**src/rtl/sb_pkg.sv**
```systemverilog
// Shared streambuffer types and constants used by the input and output sides.
package sb_pkg;

  localparam int unsigned IBYTES = 4;
  localparam int unsigned OOPT   = 4;
  localparam int unsigned OPT_W  = (OOPT > 1) ? $clog2(OOPT) : 1;

  typedef logic [7:0]       byte_t;
  typedef logic [OPT_W-1:0] opt_t;

  typedef enum logic {
    IDLE  = 1'b0,
    GRANT = 1'b1
  } arb_state_t;

endpackage

```
**src/rtl/sb_out_arbiter_if.sv**
```systemverilog
// Consumer / streambuffer handshake bundle around the output arbiter.
interface sb_out_arbiter_if #(
  parameter int unsigned NREQ = 4
);
  import sb_pkg::*;

  localparam int unsigned IW = (NREQ > 1) ? $clog2(NREQ) : 1;

  logic [NREQ-1:0]       rreq;
  opt_t [NREQ-1:0]       ropt;
  logic [NREQ-1:0]       rready;
  logic [NREQ-1:0]       gnt;
  logic [NREQ-1:0]       rvalid;
  logic [OOPT-1:0]       sb_ovalid;
  logic [OOPT-1:0]       sb_oready;
  logic                  busy;
  logic [IW-1:0]         owner;

  modport master (
    output rreq, ropt, rready, sb_ovalid,
    input  gnt, rvalid, sb_oready, busy, owner
  );

  modport slave (
    input  rreq, ropt, rready, sb_ovalid,
    output gnt, rvalid, sb_oready, busy, owner
  );

endinterface

```
**src/rtl/sb_out_arbiter_rr_pick.sv**
```systemverilog
// Combinational round-robin picker: first set request at or above ptr, with wrap.
module rr_pick #(
  parameter int unsigned NREQ = 4,
  parameter int unsigned IW   = (NREQ > 1) ? $clog2(NREQ) : 1
) (
  input  logic [NREQ-1:0] req,
  input  logic [IW-1:0]   ptr,
  output logic            any,
  output logic [IW-1:0]   idx
);

  logic [IW-1:0] cand;

  // Scan downward so the candidate closest to ptr is the last one written.
  always_comb begin
    any  = |req;
    idx  = '0;
    cand = '0;
    for (int k = NREQ - 1; k >= 0; k--) begin
      cand = IW'((32'(ptr) + 32'(k)) % NREQ);
      if (req[cand]) idx = cand;
    end
  end

endmodule

```
**src/rtl/sb_out_arbiter.sv**
```systemverilog
// Round-robin owner of the streambuffer output side with bounded bursts per grant.
module sb_out_arbiter
  import sb_pkg::*;
#(
  parameter int unsigned NREQ  = 4,
  parameter int unsigned BURST = 4
) (
  input  logic            clk,
  input  logic            rst,
  sb_out_arbiter_if.slave bus
);

  localparam int unsigned IW = (NREQ > 1) ? $clog2(NREQ) : 1;
  localparam int unsigned BW = $clog2(BURST + 1);

  arb_state_t      state_q, state_d;
  logic [IW-1:0]   owner_q, rr_ptr_q, pick_idx, rr_next;
  opt_t            opt_q;
  logic [BW-1:0]   beats_q;
  logic [NREQ-1:0] gnt_q;
  logic            pick_any;
  logic            beat_c, release_c;
  logic [OOPT-1:0] oready_c;
  logic [NREQ-1:0] rvalid_c;

  rr_pick #(.NREQ(NREQ), .IW(IW)) u_pick (
    .req (bus.rreq),
    .ptr (rr_ptr_q),
    .any (pick_any),
    .idx (pick_idx)
  );

  always_ff @(posedge clk) begin
    if (rst) state_q <= IDLE;
    else     state_q <= state_d;
  end

  always_comb begin
    state_d = state_q;
    case (state_q)
      IDLE:    if (pick_any)  state_d = GRANT;
      GRANT:   if (release_c) state_d = IDLE;
      default: state_d = IDLE;
    endcase
  end

  // Handshake steering; gated in the reset cycle so no beat escapes unreported.
  always_comb begin
    oready_c  = '0;
    rvalid_c  = '0;
    beat_c    = 1'b0;
    release_c = 1'b0;
    if (state_q == GRANT && !rst) begin
      oready_c[opt_q]   = bus.rready[owner_q] & bus.rreq[owner_q];
      beat_c            = oready_c[opt_q] & bus.sb_ovalid[opt_q];
      rvalid_c[owner_q] = beat_c;
      release_c         = !bus.rreq[owner_q] || (beat_c && beats_q == BW'(BURST - 1));
    end
  end

  assign rr_next = (owner_q == IW'(NREQ - 1)) ? '0 : owner_q + IW'(1);

  always_ff @(posedge clk) begin
    if (rst) begin
      owner_q  <= '0;
      opt_q    <= '0;
      beats_q  <= '0;
      rr_ptr_q <= '0;
      gnt_q    <= '0;
    end else if (state_q == IDLE) begin
      if (pick_any) begin
        owner_q <= pick_idx;
        opt_q   <= bus.ropt[pick_idx];
        beats_q <= '0;
        gnt_q   <= NREQ'(1) << pick_idx;
      end
    end else begin
      if (beat_c && !release_c) beats_q <= beats_q + BW'(1);
      if (release_c) begin
        gnt_q    <= '0;
        rr_ptr_q <= rr_next;
      end
    end
  end

  assign bus.gnt       = gnt_q;
  assign bus.rvalid    = rvalid_c;
  assign bus.sb_oready = oready_c;
  assign bus.busy      = (state_q == GRANT);
  assign bus.owner     = owner_q;

endmodule

```
**src/flat_wrapper.sv**
```systemverilog
// flat-port wrapper written by rule: the top's interface ports become plain ports
module sb_out_arbiter_flat import sb_pkg::*;
#(
  parameter int unsigned NREQ  = 4,
  parameter int unsigned BURST = 4
)
  (clk, rst, bus_rreq, bus_ropt, bus_rready, bus_sb_ovalid, bus_gnt, bus_rvalid, bus_sb_oready, bus_busy, bus_owner);
  sb_out_arbiter_if #(.NREQ(NREQ)) bus_i ();
  input  logic clk;
  input  logic rst;
  input wire logic [$bits(bus_i.rreq)-1:0] bus_rreq;
  input wire logic [$bits(bus_i.ropt)-1:0] bus_ropt;
  input wire logic [$bits(bus_i.rready)-1:0] bus_rready;
  input wire logic [$bits(bus_i.sb_ovalid)-1:0] bus_sb_ovalid;
  output wire logic [$bits(bus_i.gnt)-1:0] bus_gnt;
  output wire logic [$bits(bus_i.rvalid)-1:0] bus_rvalid;
  output wire logic [$bits(bus_i.sb_oready)-1:0] bus_sb_oready;
  output wire logic [$bits(bus_i.busy)-1:0] bus_busy;
  output wire logic [$bits(bus_i.owner)-1:0] bus_owner;
  assign bus_i.rreq = bus_rreq;
  assign bus_i.ropt = bus_ropt;
  assign bus_i.rready = bus_rready;
  assign bus_i.sb_ovalid = bus_sb_ovalid;
  assign bus_gnt = bus_i.gnt;
  assign bus_rvalid = bus_i.rvalid;
  assign bus_sb_oready = bus_i.sb_oready;
  assign bus_busy = bus_i.busy;
  assign bus_owner = bus_i.owner;
  sb_out_arbiter #(.NREQ(NREQ), .BURST(BURST)) u_core (.clk(clk), .rst(rst), .bus(bus_i));
endmodule
```
**config.mk**
```make
export PLATFORM = sky130hd
export DESIGN_NAME = sb_out_arbiter_flat
export DESIGN_NICKNAME = d
export VERILOG_FILES = /design/src/rtl/sb_pkg.sv /design/src/rtl/sb_out_arbiter_if.sv /design/src/rtl/sb_out_arbiter_rr_pick.sv /design/src/rtl/sb_out_arbiter.sv /design/src/flat_wrapper.sv
export SDC_FILE = /design/constraint.sdc
export NUM_CORES = 1
export LEC_CHECK = 0
export CORE_MARGIN = 2
export CORE_UTILIZATION = 43
export DETAILED_ROUTE_END_ITERATION = 8
export GPL_ROUTABILITY_DRIVEN = 0
export HOLD_SLACK_MARGIN = 0.08
export PLACE_DENSITY = 0.82
export SYNTH_ARGS = -nofsm -noshare
export SYNTH_HDL_FRONTEND = slang
export SYNTH_SLANG_ARGS = --single-unit
export TNS_END_PERCENT = 5
```
**constraint.sdc**
```tcl
create_clock -name clk -period 2.17 [get_ports clk]
set_clock_uncertainty 0.2 [all_clocks]
set_input_delay 0.434 -clock clk [delete_from_list [all_inputs] [get_ports clk]]
set_output_delay 0.434 -clock clk [all_outputs]
set_load 0.005 [all_outputs]
```
==> metrics.yaml <==
first_iter_violations: 20
tns_ns: -1.28
initial_antenna_violation_count: 0
cpPeakStageDelay_ns: 0.54
drt-vias-per-instance: 5.23
maxSlewViolCount: 0
clock_tree_from_tritoncts: "built"
numCtsBuffers: 3
synthDominantAreaCellType: "dfxtp_1"
unrepaired_setup_endpoints_after_global_routing: "yes"
grt_most_used_layer: "met2"
worst-path-max-fanout: 4
fin_util_pct: 71.6
compound_gate_fraction_of_synth_area_pct: 9.92
timing.final.ws_setup_ns: -0.248
synth.net_count: 136
ctsLongestPathBuffers: 2
detail_route.drc_violations: 0
seqPwrFrac_pct: 38.6
met1_usage_pct: 29.2
combinational_family_with_the_most_area_after_synthesis: "simple AND/OR/NAND/NOR gates"
clock-root-buffer: "clkbuf_4"
run_status: "finished, violations left"
critical-path-top-delay-family: "multiplexers"
initial_core_util_pct: 44.6
worstPathRequired_ns: 1.54
fin_nets: 196
class_of_the_most_critical_hold_timing_path: "reg -> reg"
floorplan_die_area_um2: 2620
yosys.area.top_type_share_pct: 29.2
postSynthCellCount: 108
ys_types: 35
power.static_leakage_uw: 0.000708
antenna-diode-count: 0
crit_type: "reg -> out"
yosysWarnings: 0
power.share.combinational_pct: 33.4
avgRoutedWirePerCell_um: 14.6
netSwitchingFraction_pct: 30.1
synth_edf_count: 0
globalRoute.totalOverflow: 0
globalRouteMet3Util_pct: 3.80
cpMostUsedCell: "buf_6"
synth_top_cells_by_area: "dfxtp_1, ha_1, mux2i_1"
insertion_delay_ns: 0.30
clock_tree.htree_level_count: 1
synth-seq-cells: 14
groute.usage.overall_pct: 23.5
share_of_synthesized_cell_area_in_and_or_nand_and_nor_gates_pct: 28.2
critical_path.startpoint: "u_core.bus.owner[0]"
cp-end-kind: "output pin"
drive_above_1_share_pct: 34.7
power_frac_clock_pct: 27.9
dp_slack_ns: -0.711
synth_seq_area_share_pct: 29.2
post_synth_xor_area_fraction_pct: 0
area_growth_syn_to_layout_pct: 60.6
first_global_vias: 1053
synth_async_sr_flop_share_pct: 0
clk_pin_slew_worst_paths_ns: 0.11
row_count: 17
layout.area.seq_um2: 285
tightestPinTransition_ns: 0.320
fin_worst_hold_slack_ns: 0.273
multi_input_area_um2: 644
cellInternalPower_uw: 521
reg2reg_from: "u_core.bus.owner[0]"
slowest_stage: "mux4_2"
max_cap_violations: 0
route.final.wire_length_um: 2850
drt.antenna.violating_nets: 0
holdCritStartpoint: "u_core.bus.gnt[3]"
nFillCells: 173
final-setup-viol-count: 8
grtUsageMet2_pct: 40.3
min_period_ns: 2.42
slew_headroom_pct: 78.4
die-width_um: 51.2
layout_worst_path_cycle_share_pct: 111
grt_pass1_wl_um: 4620
path_cells: "mux4_2 > and4_4 > buf_6 > and2_4 > buf_6"
port-buffer-count: 36
critical_path.startpoint_type: "register"
coreArea_um2: 2150
peak_supply_drop_uv: 400
place_hpwl_um: 2010
grt_start_max_net_pins: 14
critical_path_buf_inv_count: 2
switchingPower_uw: 225
syn-mean-instance-area_um2: 8.87
floorplan_die_height_um: 51.2
ios: 37
power_density_nw_per_um2: 485
finalHoldViolCount: 0
vias: 1020
muxShareOfSynthArea_pct: 18.7
fmax_mhz: 414
tritoncts_num_sinks: 14
syn-cell-area_um2: 958
first_pass_iters: 4
worst-endpoint-arrival_ns: 1.78
synth-adder-area-share_pct: 7.83
failed_checks: "negative setup slack"
dominantRegCellSynth: "dfxtp_1"
-- routing by layer --
layer / up-vias / share of wire (%)
li1: 499 / -
met1: 483 / 44
met2: 32 / 50
met3: 6 / 4.4
met4: 0 / 2.1
met5: - / 0
-- cells by family after synthesis --
kind of cell,Yosys count
flip-flops,14
AO/OA/AOI/OAI,15
AND/OR/NAND/NOR,45
multiplexers,13
buffers and inverters,15
adder cells (fa/ha/maj),6
-- stage by stage --
| step | total power [uW] | cell area (um2) | cells |
|---|---|---|---|
| detailed placement | 534 | 1500 | 190 |
| finish | 746 | 1540 | 195 |
| floorplan | 397 | 958 | 108 |
| global placement | 527 | 1500 | 190 |
| global route | 774 | 1540 | 195 |
| CTS | 735 | 1540 | 195 |
-- cell usage in the layout (no fill, tap or decap), drive strengths merged --
cell           synthesis  routed
a21oi                  5       5
dfxtp                 14      14
a22oi                  1       1
a41oi                  1       1
a211o                  1       1
nand2b                 3       3
nand3                  2       2
o221ai                 2       2
mux2i                  7       7
nor4                   1       1
and2                   6       6
and4                   2       2
or3                    1       1
buf                    2      27
nor2b                  2       2
nor3b                  3       3
and3                   1       1
nor3                   2       2
or2                    1       1
dlymetal6s2s           0       1
o21ai                  3       3
mux2                   3       3
nand2                  6       6
nand3b                 3       3
or4                    1       1
o22ai                  2       2
clkbuf                 1       7
inv                   12      12
nor2                  11      11
dlygate4sd2            0      12
clkdlybuf4s50          0      15
ha                     6       6
mux4                   3       3
-- power by group through the flow --
| stage | combinational [uW] | sequential, uW | clock (uW) |
|---|---|---|---|
| final | 249 | 288 | 208 |
| after global routing | 271 | 291 | 212 |
| after CTS | 242 | 287 | 206 |
| after detailed placement | 240 | 294 | 0 |
| after global placement | 235 | 292 | 0 |
| after floorplan | 98.7 | 298 | 0 |
-- sequential cells by signal, summed over array words and instances, names as in the netlist --
name and count:
u_core.rr_ptr_q 2, u_core.opt_q 2, u_core.bus.owner 2, u_core.beats_q 3, u_core.bus.busy 1, u_core.bus.gnt 4
-- layout make-up --
class,count,share of cell area (%)
flip-flops and latches,14,18.5
well taps,28,2.28
multi-input cells,79,41.9
inverters,12,2.93
repair buffers,58,32.0
clock buffers,4,2.36
-- worst register-to-register path, delay by kind of cell, from the launching register on --
| family | cells | cell delay [ns] |
|---|---|---|
| muxes | 1 | 0.55 |
| and+or+nand+nor | 2 | 0.45 |
| DFF | 1 | 0.38 |
| AOI/OAI and AO/OA | 2 | 0.22 |
| buffers and inverters | 1 | 0.17 |
-- synthesized netlist by cell type (all sizes together) (2+ instances only) --
master / n
nor3: 2
mux4: 3
a21oi: 5
o21ai: 3
o221ai: 2
nand3b: 3
o22ai: 2
nor3b: 3
ha: 6
and4: 2
nor2b: 2
nand2b: 3
and2: 6
dfxtp: 14
buf: 2
nand3: 2
mux2i: 7
mux2: 3
inv: 12
nor2: 11
nand2: 6
-- final timing paths --
check | slack [ns] | to | cells after the start
hold / removal | 0.27 | u_core.bus.gnt[3] | 2
hold reg to reg | 0.27 | u_core.bus.gnt[3] | 2
setup reg to reg | 0.15 | u_core.rr_ptr_q[0] | 6
setup / recovery | -0.25 | bus_rvalid[1] | 5
-- what timing repair did --
action | in CTS | in global routing
hold buffers | 0 | 0
setup buffers | 1 | 0
pin swaps | 3 | 3
gates resized for setup | 48 | 9
setup endpoints to repair | 9 | 8
(Power assumes the default switching activity.)
